===== src/rtl/fa_call_panel_if.sv =====
// rtl/fa_call_panel_if.sv - seat call panel signal bundle
// master drives the seat buttons and ack, slave (the panel) drives the lights and status.
interface fa_call_panel_if #(
  parameter int NUM_SEATS = 8
) ();
  localparam int SEAT_W = (NUM_SEATS > 1) ? $clog2(NUM_SEATS) : 1;
  localparam int CNT_W  = $clog2(NUM_SEATS + 1);

  logic [NUM_SEATS-1:0] call_button;
  logic [NUM_SEATS-1:0] cancel_button;
  logic                 ack;
  logic [NUM_SEATS-1:0] light_state;
  logic                 next_valid;
  logic [SEAT_W-1:0]    next_seat;
  logic [CNT_W-1:0]     pending_count;
  logic                 escalate;

  modport master (
    output call_button, cancel_button, ack,
    input  light_state, next_valid, next_seat, pending_count, escalate
  );

  modport slave (
    input  call_button, cancel_button, ack,
    output light_state, next_valid, next_seat, pending_count, escalate
  );
endinterface


===== src/rtl/fa_call_panel.sv =====
// rtl/fa_call_panel.sv - flight attendant call panel with lowest-seat-first service
// Optional macro FA_ESCALATION_EN compiles in the unacknowledged-call timer and ESCALATED state.
module fa_call_panel #(
  parameter int NUM_SEATS  = 8,
  parameter int ESC_CYCLES = 100
) (
  input  logic             clk,
  input  logic             rst,
  fa_call_panel_if.slave   bus
);
  localparam int SEAT_W = (NUM_SEATS > 1) ? $clog2(NUM_SEATS) : 1;
  localparam int CNT_W  = $clog2(NUM_SEATS + 1);

  typedef enum logic [1:0] {IDLE, WAITING, ESCALATED} state_e;

  logic [NUM_SEATS-1:0] light_q, light_d;
  state_e               state_q, state_d;
  logic                 ack_hit;
  logic [SEAT_W-1:0]    seat_c;
  logic [CNT_W-1:0]     cnt_c;

  // Lowest lit seat wins, so scan downward and let the lower index overwrite.
  always_comb begin
    seat_c = '0;
    cnt_c  = '0;
    for (int i = NUM_SEATS - 1; i >= 0; i--) begin
      if (light_q[i]) seat_c = SEAT_W'(i);
      cnt_c = cnt_c + CNT_W'(light_q[i]);
    end
  end

  assign ack_hit = bus.ack && (light_q != '0);

  // Call beats cancel beats ack on the same seat.
  always_comb begin
    light_d = light_q;
    for (int i = 0; i < NUM_SEATS; i++) begin
      if (bus.call_button[i])                        light_d[i] = 1'b1;
      else if (bus.cancel_button[i])                 light_d[i] = 1'b0;
      else if (ack_hit && (seat_c == SEAT_W'(i)))    light_d[i] = 1'b0;
    end
  end

  always_ff @(posedge clk or posedge rst) begin
    if (rst) light_q <= '0;
    else     light_q <= light_d;
  end

`ifdef FA_ESCALATION_EN
  localparam int TIMER_W = $clog2(ESC_CYCLES + 1);

  logic [TIMER_W-1:0] timer_q, timer_d;

  always_ff @(posedge clk or posedge rst) begin
    if (rst) begin
      state_q <= IDLE;
      timer_q <= '0;
    end else begin
      state_q <= state_d;
      timer_q <= timer_d;
    end
  end

  // New calls never restart the timer; only an ack or an empty panel does.
  always_comb begin
    state_d = state_q;
    timer_d = timer_q;
    if (light_d == '0) begin
      state_d = IDLE;
      timer_d = '0;
    end else if (ack_hit) begin
      state_d = WAITING;
      timer_d = '0;
    end else begin
      case (state_q)
        IDLE: begin
          state_d = WAITING;
          timer_d = '0;
        end
        WAITING: begin
          timer_d = timer_q + 1'b1;
          if (timer_q == TIMER_W'(ESC_CYCLES - 1)) state_d = ESCALATED;
        end
        ESCALATED: timer_d = timer_q;
        default: begin
          state_d = IDLE;
          timer_d = '0;
        end
      endcase
    end
  end

  always_comb begin
    bus.escalate = (state_q == ESCALATED);
  end
`else
  always_ff @(posedge clk or posedge rst) begin
    if (rst) state_q <= IDLE;
    else     state_q <= state_d;
  end

  always_comb begin
    state_d = state_q;
    case (state_q)
      IDLE:    state_d = (light_d != '0) ? WAITING : IDLE;
      WAITING: state_d = (light_d != '0) ? WAITING : IDLE;
      default: state_d = IDLE;
    endcase
  end

  always_comb begin
    bus.escalate = 1'b0;
  end
`endif

  assign bus.light_state   = light_q;
  assign bus.next_valid    = (light_q != '0);
  assign bus.next_seat     = seat_c;
  assign bus.pending_count = cnt_c;
endmodule


===== src/flat_wrapper.sv =====
// flat-port wrapper written by rule: the top's interface ports become plain ports
module fa_call_panel_flat 
#(
  parameter int NUM_SEATS  = 8,
  parameter int ESC_CYCLES = 100
)
  (clk, rst, bus_call_button, bus_cancel_button, bus_ack, bus_light_state, bus_next_valid, bus_next_seat, bus_pending_count, bus_escalate);
  fa_call_panel_if #(.NUM_SEATS(NUM_SEATS)) bus_i ();
  input  logic clk;
  input  logic rst;
  input wire logic [$bits(bus_i.call_button)-1:0] bus_call_button;
  input wire logic [$bits(bus_i.cancel_button)-1:0] bus_cancel_button;
  input wire logic [$bits(bus_i.ack)-1:0] bus_ack;
  output wire logic [$bits(bus_i.light_state)-1:0] bus_light_state;
  output wire logic [$bits(bus_i.next_valid)-1:0] bus_next_valid;
  output wire logic [$bits(bus_i.next_seat)-1:0] bus_next_seat;
  output wire logic [$bits(bus_i.pending_count)-1:0] bus_pending_count;
  output wire logic [$bits(bus_i.escalate)-1:0] bus_escalate;
  assign bus_i.call_button = bus_call_button;
  assign bus_i.cancel_button = bus_cancel_button;
  assign bus_i.ack = bus_ack;
  assign bus_light_state = bus_i.light_state;
  assign bus_next_valid = bus_i.next_valid;
  assign bus_next_seat = bus_i.next_seat;
  assign bus_pending_count = bus_i.pending_count;
  assign bus_escalate = bus_i.escalate;
  fa_call_panel #(.NUM_SEATS(NUM_SEATS), .ESC_CYCLES(ESC_CYCLES)) u_core (.clk(clk), .rst(rst), .bus(bus_i));
endmodule

===== config.mk =====
export PLATFORM = sky130hd
export DESIGN_NAME = fa_call_panel_flat
export DESIGN_NICKNAME = d
export VERILOG_FILES = /design/src/rtl/fa_call_panel_if.sv /design/src/rtl/fa_call_panel.sv /design/src/flat_wrapper.sv
export SDC_FILE = /design/constraint.sdc
export NUM_CORES = 1
export LEC_CHECK = 0
export BUFFER_PORTS_ARGS = -buffer_cell sky130_fd_sc_hd__buf_2
export CAP_MARGIN = 20
export CORE_ASPECT_RATIO = 1.1
export CORE_MARGIN = 1.5
export CORE_UTILIZATION = 35
export DETAILED_ROUTE_END_ITERATION = 7
export GPL_TIMING_DRIVEN = 1
export PLACE_DENSITY_LB_ADDON = 0.2
export SLEW_MARGIN = 10
export SYNTH_ARGS = -nofsm -noshare
export SYNTH_HDL_FRONTEND = slang
export SYNTH_SLANG_ARGS = --single-unit

===== constraint.sdc =====
create_clock -name clk -period 3.6 [get_ports clk]
set_input_delay 0.54 -clock clk [delete_from_list [all_inputs] [get_ports clk]]
set_output_delay 0.54 -clock clk [all_outputs]
set_load 0.02 [all_outputs]

==> flow_metrics.env, run 1 <==
export IMPL_synth_nets=99
export IMPL_finalPower_w=0.000356
export IMPL_max_clock_freq_mhz=284
export IMPL_stdcell_count=128
export IMPL_p_leak_nw=0.504
export IMPL_hold_viol_final=0
export IMPL_syn_area_sq_um=641
export IMPL_clock_sinks=8
export IMPL_drt_total_wl_microns=1530
export IMPL_ant_nets=0
export IMPL_multi_input_area_sq_um=375
export IMPL_grt_overflow_total=0
export IMPL_synthToLayoutAreaGrowth_pct=40.6
export IMPL_clock_latency_ps=260
export IMPL_reg2reg_depth=6
export IMPL_drt_iter0_drc=8
export IMPL_fp_dieH_microns=47.9
export IMPL_first_pass_iters=4
export IMPL_met1_length_microns=635
export IMPL_htree_levels=1
export IMPL_dp_cells=122
export IMPL_die_area_sq_um=2100
export IMPL_cts_tree="yes"
export IMPL_powerDensity_nw_per_um2=395
export IMPL_maxCapViolCount=0
export IMPL_syn_inst=71
export IMPL_worstSetupStartpointType="register"
export IMPL_topRoutingLayerUsed="met4"
export IMPL_synth_top_family_by_area="adder cells"
export IMPL_design_final_nets=140
export IMPL_synth_simple_area_share_pct=14.3
export IMPL_die_x_microns=43.8
export IMPL_io_buffers=34
export IMPL_layout_commonest_cell="buf_2"
export IMPL_cts_buffers=3
export IMPL_synthAdderAreaFrac_pct=22.3
export IMPL_final_cell_mix="32 x buf_2, 21 x inv_1, 8 x dfrtp_1"
export IMPL_routed_wl_met3_microns=129
export IMPL_core_sq_um=1740
export IMPL_whs_ps=221
export IMPL_setup_viol=0
export IMPL_post_route_drc_count=0
export IMPL_finalCriticalPeriod_ps=3520
export IMPL_status="finished, final reports clean"
export IMPL_drive_above_1_share_pct=44.5
export IMPL_place_gp_congestion=0.753
export IMPL_cp_end_kind="output port"
export IMPL_grt_pass1_vias=498
export IMPL_antenna_found_initial=0
export IMPL_grt_first_pass_wirelength_microns=2150
export IMPL_wl_per_cell_microns=11.9
export IMPL_row_count=16
export IMPL_worst_slack_ps=76.1
export IMPL_synth_mux_area_share_pct=0
export IMPL_clock_skew_ps=7.08
export IMPL_grt_max_degree=9
export IMPL_pin_count=36
export IMPL_clockBufferDepth=2
export IMPL_yosys_cell_types_count=24
export IMPL_seqCellArea_sq_um=200
export IMPL_vias_per_cell=4.70
export IMPL_drv_slew=0
export IMPL_ff2ff_setup_slack_ps=2270
export IMPL_vias=602
export IMPL_start_util_pct=36.8
export IMPL_synth_seq_cells=8
export IMPL_n_fill_cell=182
export IMPL_pre_cts_ws_ps=258
export IMPL_timing_rr_start="u_core.bus.light_state[6]$_DFFE_PP0P_"
export IMPL_ys_seq_area_share_pct=31.3
export IMPL_avgSynthCellArea_sq_um=9.02
export IMPL_peakVddDrop_v=0.000169
export IMPL_crit_fanout=3
export IMPL_synthXorXnorAreaFrac_pct=1.37
export IMPL_cp_required_ps=3060
export IMPL_hold_path_class="primary input to async pin"
export IMPL_ys_warn_count=0
export IMPL_clk_root_buffer_cell="clkbuf_4"
export IMPL_largest_reg_flops=8
export IMPL_cp_arrival_ps=2980
export IMPL_diodes=0
export IMPL_synth_compound_area_share_pct=16.2
export IMPL_cts_hold_buf=0
export IMPL_finalCritPeriodShare_pct=97.9
export IMPL_worst_r2r_endpoint="u_core.bus.light_state[7]$_DFFE_PP0P_"
export IMPL_wl_met2_microns=743
export IMPL_grt_usage_pct=14.7
export IMPL_dp_hpwl_microns=1230
export IMPL_clk_pin_slew_ps=60
export IMPL_worstSetupPathType="register to output port"
-- cell usage after synthesis --
| library cell | number | share of area, % |
|---|---|---|
| inv_1 | 22 | 13 |
| dfrtp_1 | 8 | 31 |
| ha_1 | 5 | 9.8 |
| fa_1 | 4 | 13 |
| nor3_1 | 4 | 3.1 |
| o31ai_1 | 4 | 4.7 |
| nor2_1 | 3 | 1.8 |
| a21oi_1 | 2 | 1.6 |
| a31oi_1 | 2 | 2.0 |
| nor4_2 | 2 | 3.9 |
| o21a_1 | 2 | 2.3 |
| a211oi_1 | 1 | 1.2 |
| a21boi_0 | 1 | 1.2 |
| a31o_1 | 1 | 1.4 |
| and3_1 | 1 | 0.98 |
| buf_4 | 1 | 1.2 |
| conb_1 | 1 | 0.59 |
| nand3_1 | 1 | 0.78 |
| nor2b_1 | 1 | 0.98 |
| o21ai_0 | 1 | 0.78 |
| o21bai_1 | 1 | 1.2 |
| or2_2 | 1 | 0.98 |
| or3b_4 | 1 | 1.8 |
| xnor2_1 | 1 | 1.4 |
-- per-layer routing --
metal  vias to the layer above  GRT usage, %
met4                         0          5.45
met3                         4          5.66
met5                         -             0
li1                        305             -
met2                        23          23.2
met1                       270          18.3
-- cells by family (layout without fill, tap and decap cells) --
group | Yosys count | count (layout)
XOR/XNOR | 1 | 1
buffers and inverters | 23 | 62
AND/OR/NAND/NOR | 14 | 14
AO/OA/AOI/OAI | 15 | 15
flip-flops | 8 | 8
adder cells (fa/ha/maj) | 9 | 9
other | 1 | 1
-- repair_timing --
item / in CTS / in global routing
gates resized for setup: 0 / 7
setup buffers: 1 / 2
endpoints found under the setup margin: 2 / 2
pin swaps: 0 / 1
-- critical path: stages (launching register included) --
cell     delay, ps
dfrtp_1        370
inv_2           70
ha_4           250
inv_1           40
fa_1           490
fa_1           430
fa_2           370
fa_2           520
inv_1           30
buf_4          140
-- power by group --
| group | switching, W | internal [W] |
|---|---|---|
| clock | 0.0000332 | 0.0000383 |
| sequential | 0.00000943 | 0.0000962 |
| combinational | 0.0000989 | 0.0000798 |
| total | 0.000142 | 0.000214 |
-- through the flow --
step | cell area, sq um | setup TNS (ps) | util [%]
2_1_floorplan | 641 | 0 | -
3_3_place_gp | 826 | 0 | 47.4
3_5_place_dp | 826 | 0 | 47.4
4_1_cts | 856 | 0 | 49.1
5_1_grt | 901 | -34.9 | 51.7
6_report | 901 | 0 | 51.7
-- worst max-delay path by stage --
stage	end	slack, ps	startpoint	cells after the start
5_1_grt	bus_pending_count[2]	-20	u_core.bus.light_state[6]$_DFFE_PP0P_	9
2_1_floorplan	bus_pending_count[2]	110	u_core.bus.light_state[6]$_DFFE_PP0P_	8
4_1_cts	bus_pending_count[2]	1	u_core.bus.light_state[6]$_DFFE_PP0P_	9
3_3_place_gp	bus_pending_count[2]	300	u_core.bus.light_state[7]$_DFFE_PP0P_	9
6_report	bus_pending_count[1]	80	u_core.bus.light_state[6]$_DFFE_PP0P_	9
3_5_place_dp	bus_pending_count[2]	260	u_core.bus.light_state[7]$_DFFE_PP0P_	9
-- cell type report --
type                    instances  share of cell area [%]
multi-input cells              40                    41.7
flip-flops and latches          8                    22.2
repair buffers                 37                    21.9
inverters                      22                    9.17
clock buffers                   3                    2.50
well taps                      18                    2.50
Power figures use the tool's default switching activity.
==> inputs of run 2 (changes only) <==
Settings changed: SETUP_SLACK_MARGIN set to 0.4.
==> run 2 against run 1 <==
Maximum frequency barely moved. Sequential cell count unchanged. Final cell count grew 3.9%. Clock skew about the same. Hold slack gained 4.0 ps. Power up 20%. Clock-buffer cell count rose by 1. Design area is 9.6% higher. Die area unchanged. Register-to-register slack about the same. Critical path type unchanged.
==> flow_metrics.env, run 2 (synthesized netlist as in run 1, its figures left out) <==
export IMPL_cp_arrival_ps=2980
export IMPL_synthToLayoutAreaGrowth_pct=54.1
export IMPL_clock_latency_ps=260
export IMPL_post_route_drc_count=0
export IMPL_worstPathCellList="inv_2 -> ha_4 -> inv_2 -> fa_1 -> fa_1 -> fa_2 -> fa_2 -> xnor2_4 -> buf_6"
export IMPL_drv_slew=0
export IMPL_first_pass_iters=4
export IMPL_htree_levels=1
export IMPL_largest_reg_flops=8
export IMPL_design_final_nets=144
export IMPL_layout_commonest_cell="buf_2"
export IMPL_vias_per_cell=4.82
export IMPL_clock_skew_ps=7.29
export IMPL_dp_hpwl_microns=1220
export IMPL_wl_per_cell_microns=12.5
export IMPL_max_clock_freq_mhz=284
export IMPL_finalCritPeriodShare_pct=97.8
export IMPL_cts_buffers=3
export IMPL_worstSetupStartpointType="register"
export IMPL_cpPeakStageDelay_ps=490
export IMPL_grt_first_pass_wirelength_microns=2450
export IMPL_ant_nets=0
export IMPL_place_gp_congestion=0.713
export IMPL_row_count=16
export IMPL_antenna_found_initial=0
export IMPL_final_cell_mix="30 x buf_2, 18 x inv_1, 7 x buf_6"
export IMPL_grt_overflow_total=0
export IMPL_drt_total_wl_microns=1660
export IMPL_io_buffers=34
export IMPL_rsz0062_at_grt="true"
export IMPL_cts_hold_buf=0
export IMPL_hold_path_class="primary input to async pin"
export IMPL_hold_viol_final=0
export IMPL_diodes=0
export IMPL_fin_tns_setup_ps=0
export IMPL_drt_iter0_drc=5
export IMPL_clockBufferDepth=2
export IMPL_cp_required_ps=3060
export IMPL_core_sq_um=1740
export IMPL_p_leak_nw=0.535
export IMPL_peakVddDrop_v=0.000297
export IMPL_status="finished, final reports clean"
export IMPL_grt_pass1_vias=582
export IMPL_die_area_sq_um=2100
export IMPL_grt_max_degree=9
export IMPL_cts_tree="yes"
export IMPL_drive_above_1_share_pct=51.3
export IMPL_setup_viol=0
export IMPL_cp_end_kind="output port"
export IMPL_clk_root_buffer_cell="clkbuf_4"
export IMPL_powerDensity_nw_per_um2=431
export IMPL_crit_slowest_cell="fa_1"
export IMPL_worstSetupPathType="register to output port"
export IMPL_die_x_microns=43.8
export IMPL_vias=641
export IMPL_pin_count=36
export IMPL_fp_dieH_microns=47.9
export IMPL_path_buf_inv=3
export IMPL_grt_usage_pct=17.2
export IMPL_whs_ps=225
export IMPL_start_util_pct=36.8
export IMPL_crit_fanout=2
export IMPL_finalPower_w=0.000426
export IMPL_clk_pin_slew_ps=60
export IMPL_finalCriticalPeriod_ps=3520
export IMPL_crit_family="adder cells"
export IMPL_clock_sinks=8
export IMPL_maxCapViolCount=0
## run 2: cell types whose count changed in the layout (fill, tap and decap cells not counted), sizes merged
cell / change
buf: +4
clkbuf: +1
## run 2: final timing paths
check,start,to,slack (ps),cells past startpoint
worst max-delay path,u_core.bus.light_state[7]$_DFFE_PP0P_,bus_pending_count[2],80,9
worst min register to register,u_core.bus.light_state[5]$_DFFE_PP0P_,u_core.bus.light_state[5]$_DFFE_PP0P_,670,2
worst max register to register,u_core.bus.light_state[7]$_DFFE_PP0P_,u_core.bus.light_state[7]$_DFFE_PP0P_,2270,5
max in group asynchronous,rst,u_core.bus.light_state[6]$_DFFE_PP0P_,3100,2
min in group clk,bus_cancel_button[0],u_core.bus.light_state[0]$_DFFE_PP0P_,450,2
worst min-delay path,rst,u_core.bus.light_state[5]$_DFFE_PP0P_,230,2
## run 2: through the flow
| step | instance area [sq um] | util (%) | worst slack (ps) | std cells |
|---|---|---|---|---|
| 2_1_floorplan | 667 | - | 368 | 71 |
| 3_3_place_gp | 852 | 48.9 | 328 | 122 |
| 6_report | 987 | 56.7 | 77.5 | 133 |
| 5_1_grt | 987 | 56.7 | 2.68 | 133 |
| 4_1_cts | 956 | 54.9 | 56.1 | 132 |
| 3_5_place_dp | 852 | 48.9 | 276 | 122 |
## run 2: power by group
| part | total [W] | switching, W | internal, W |
|---|---|---|---|
| sequential | 0.000106 | 0.00000978 | 0.0000964 |
| clock | 0.0000778 | 0.0000352 | 0.0000427 |
| combinational | 0.000242 | 0.000115 | 0.000127 |
| total | 0.000426 | 0.000160 | 0.000266 |
## run 2: metal layers
metal | vias to the layer above | routed length, microns | global-route usage [%]
met5 | - | 0 | 0
met4 | 0 | 19 | 9.09
met3 | 2 | 121 | 4.53
met2 | 26 | 869 | 32.4
met1 | 298 | 652 | 17.6
li1 | 315 | - | -
## run 2: cell type report
cell class	instances	area (sq um)
Multi-Input combinational cell	40	394
Sequential cell	8	203
Inverter	22	82.6
Clock buffer	4	26.3
Tap cell	18	22.5
Timing Repair Buffer	41	259
Fill cell	181	754
## run 2: timing repair
item / CTS / global route
hold endpoints to repair: 0 / 0
gates resized for setup: 10 / 7
setup buffers: 6 / 1
pin swaps: 1 / 0
setup endpoints to repair: 4 / 4
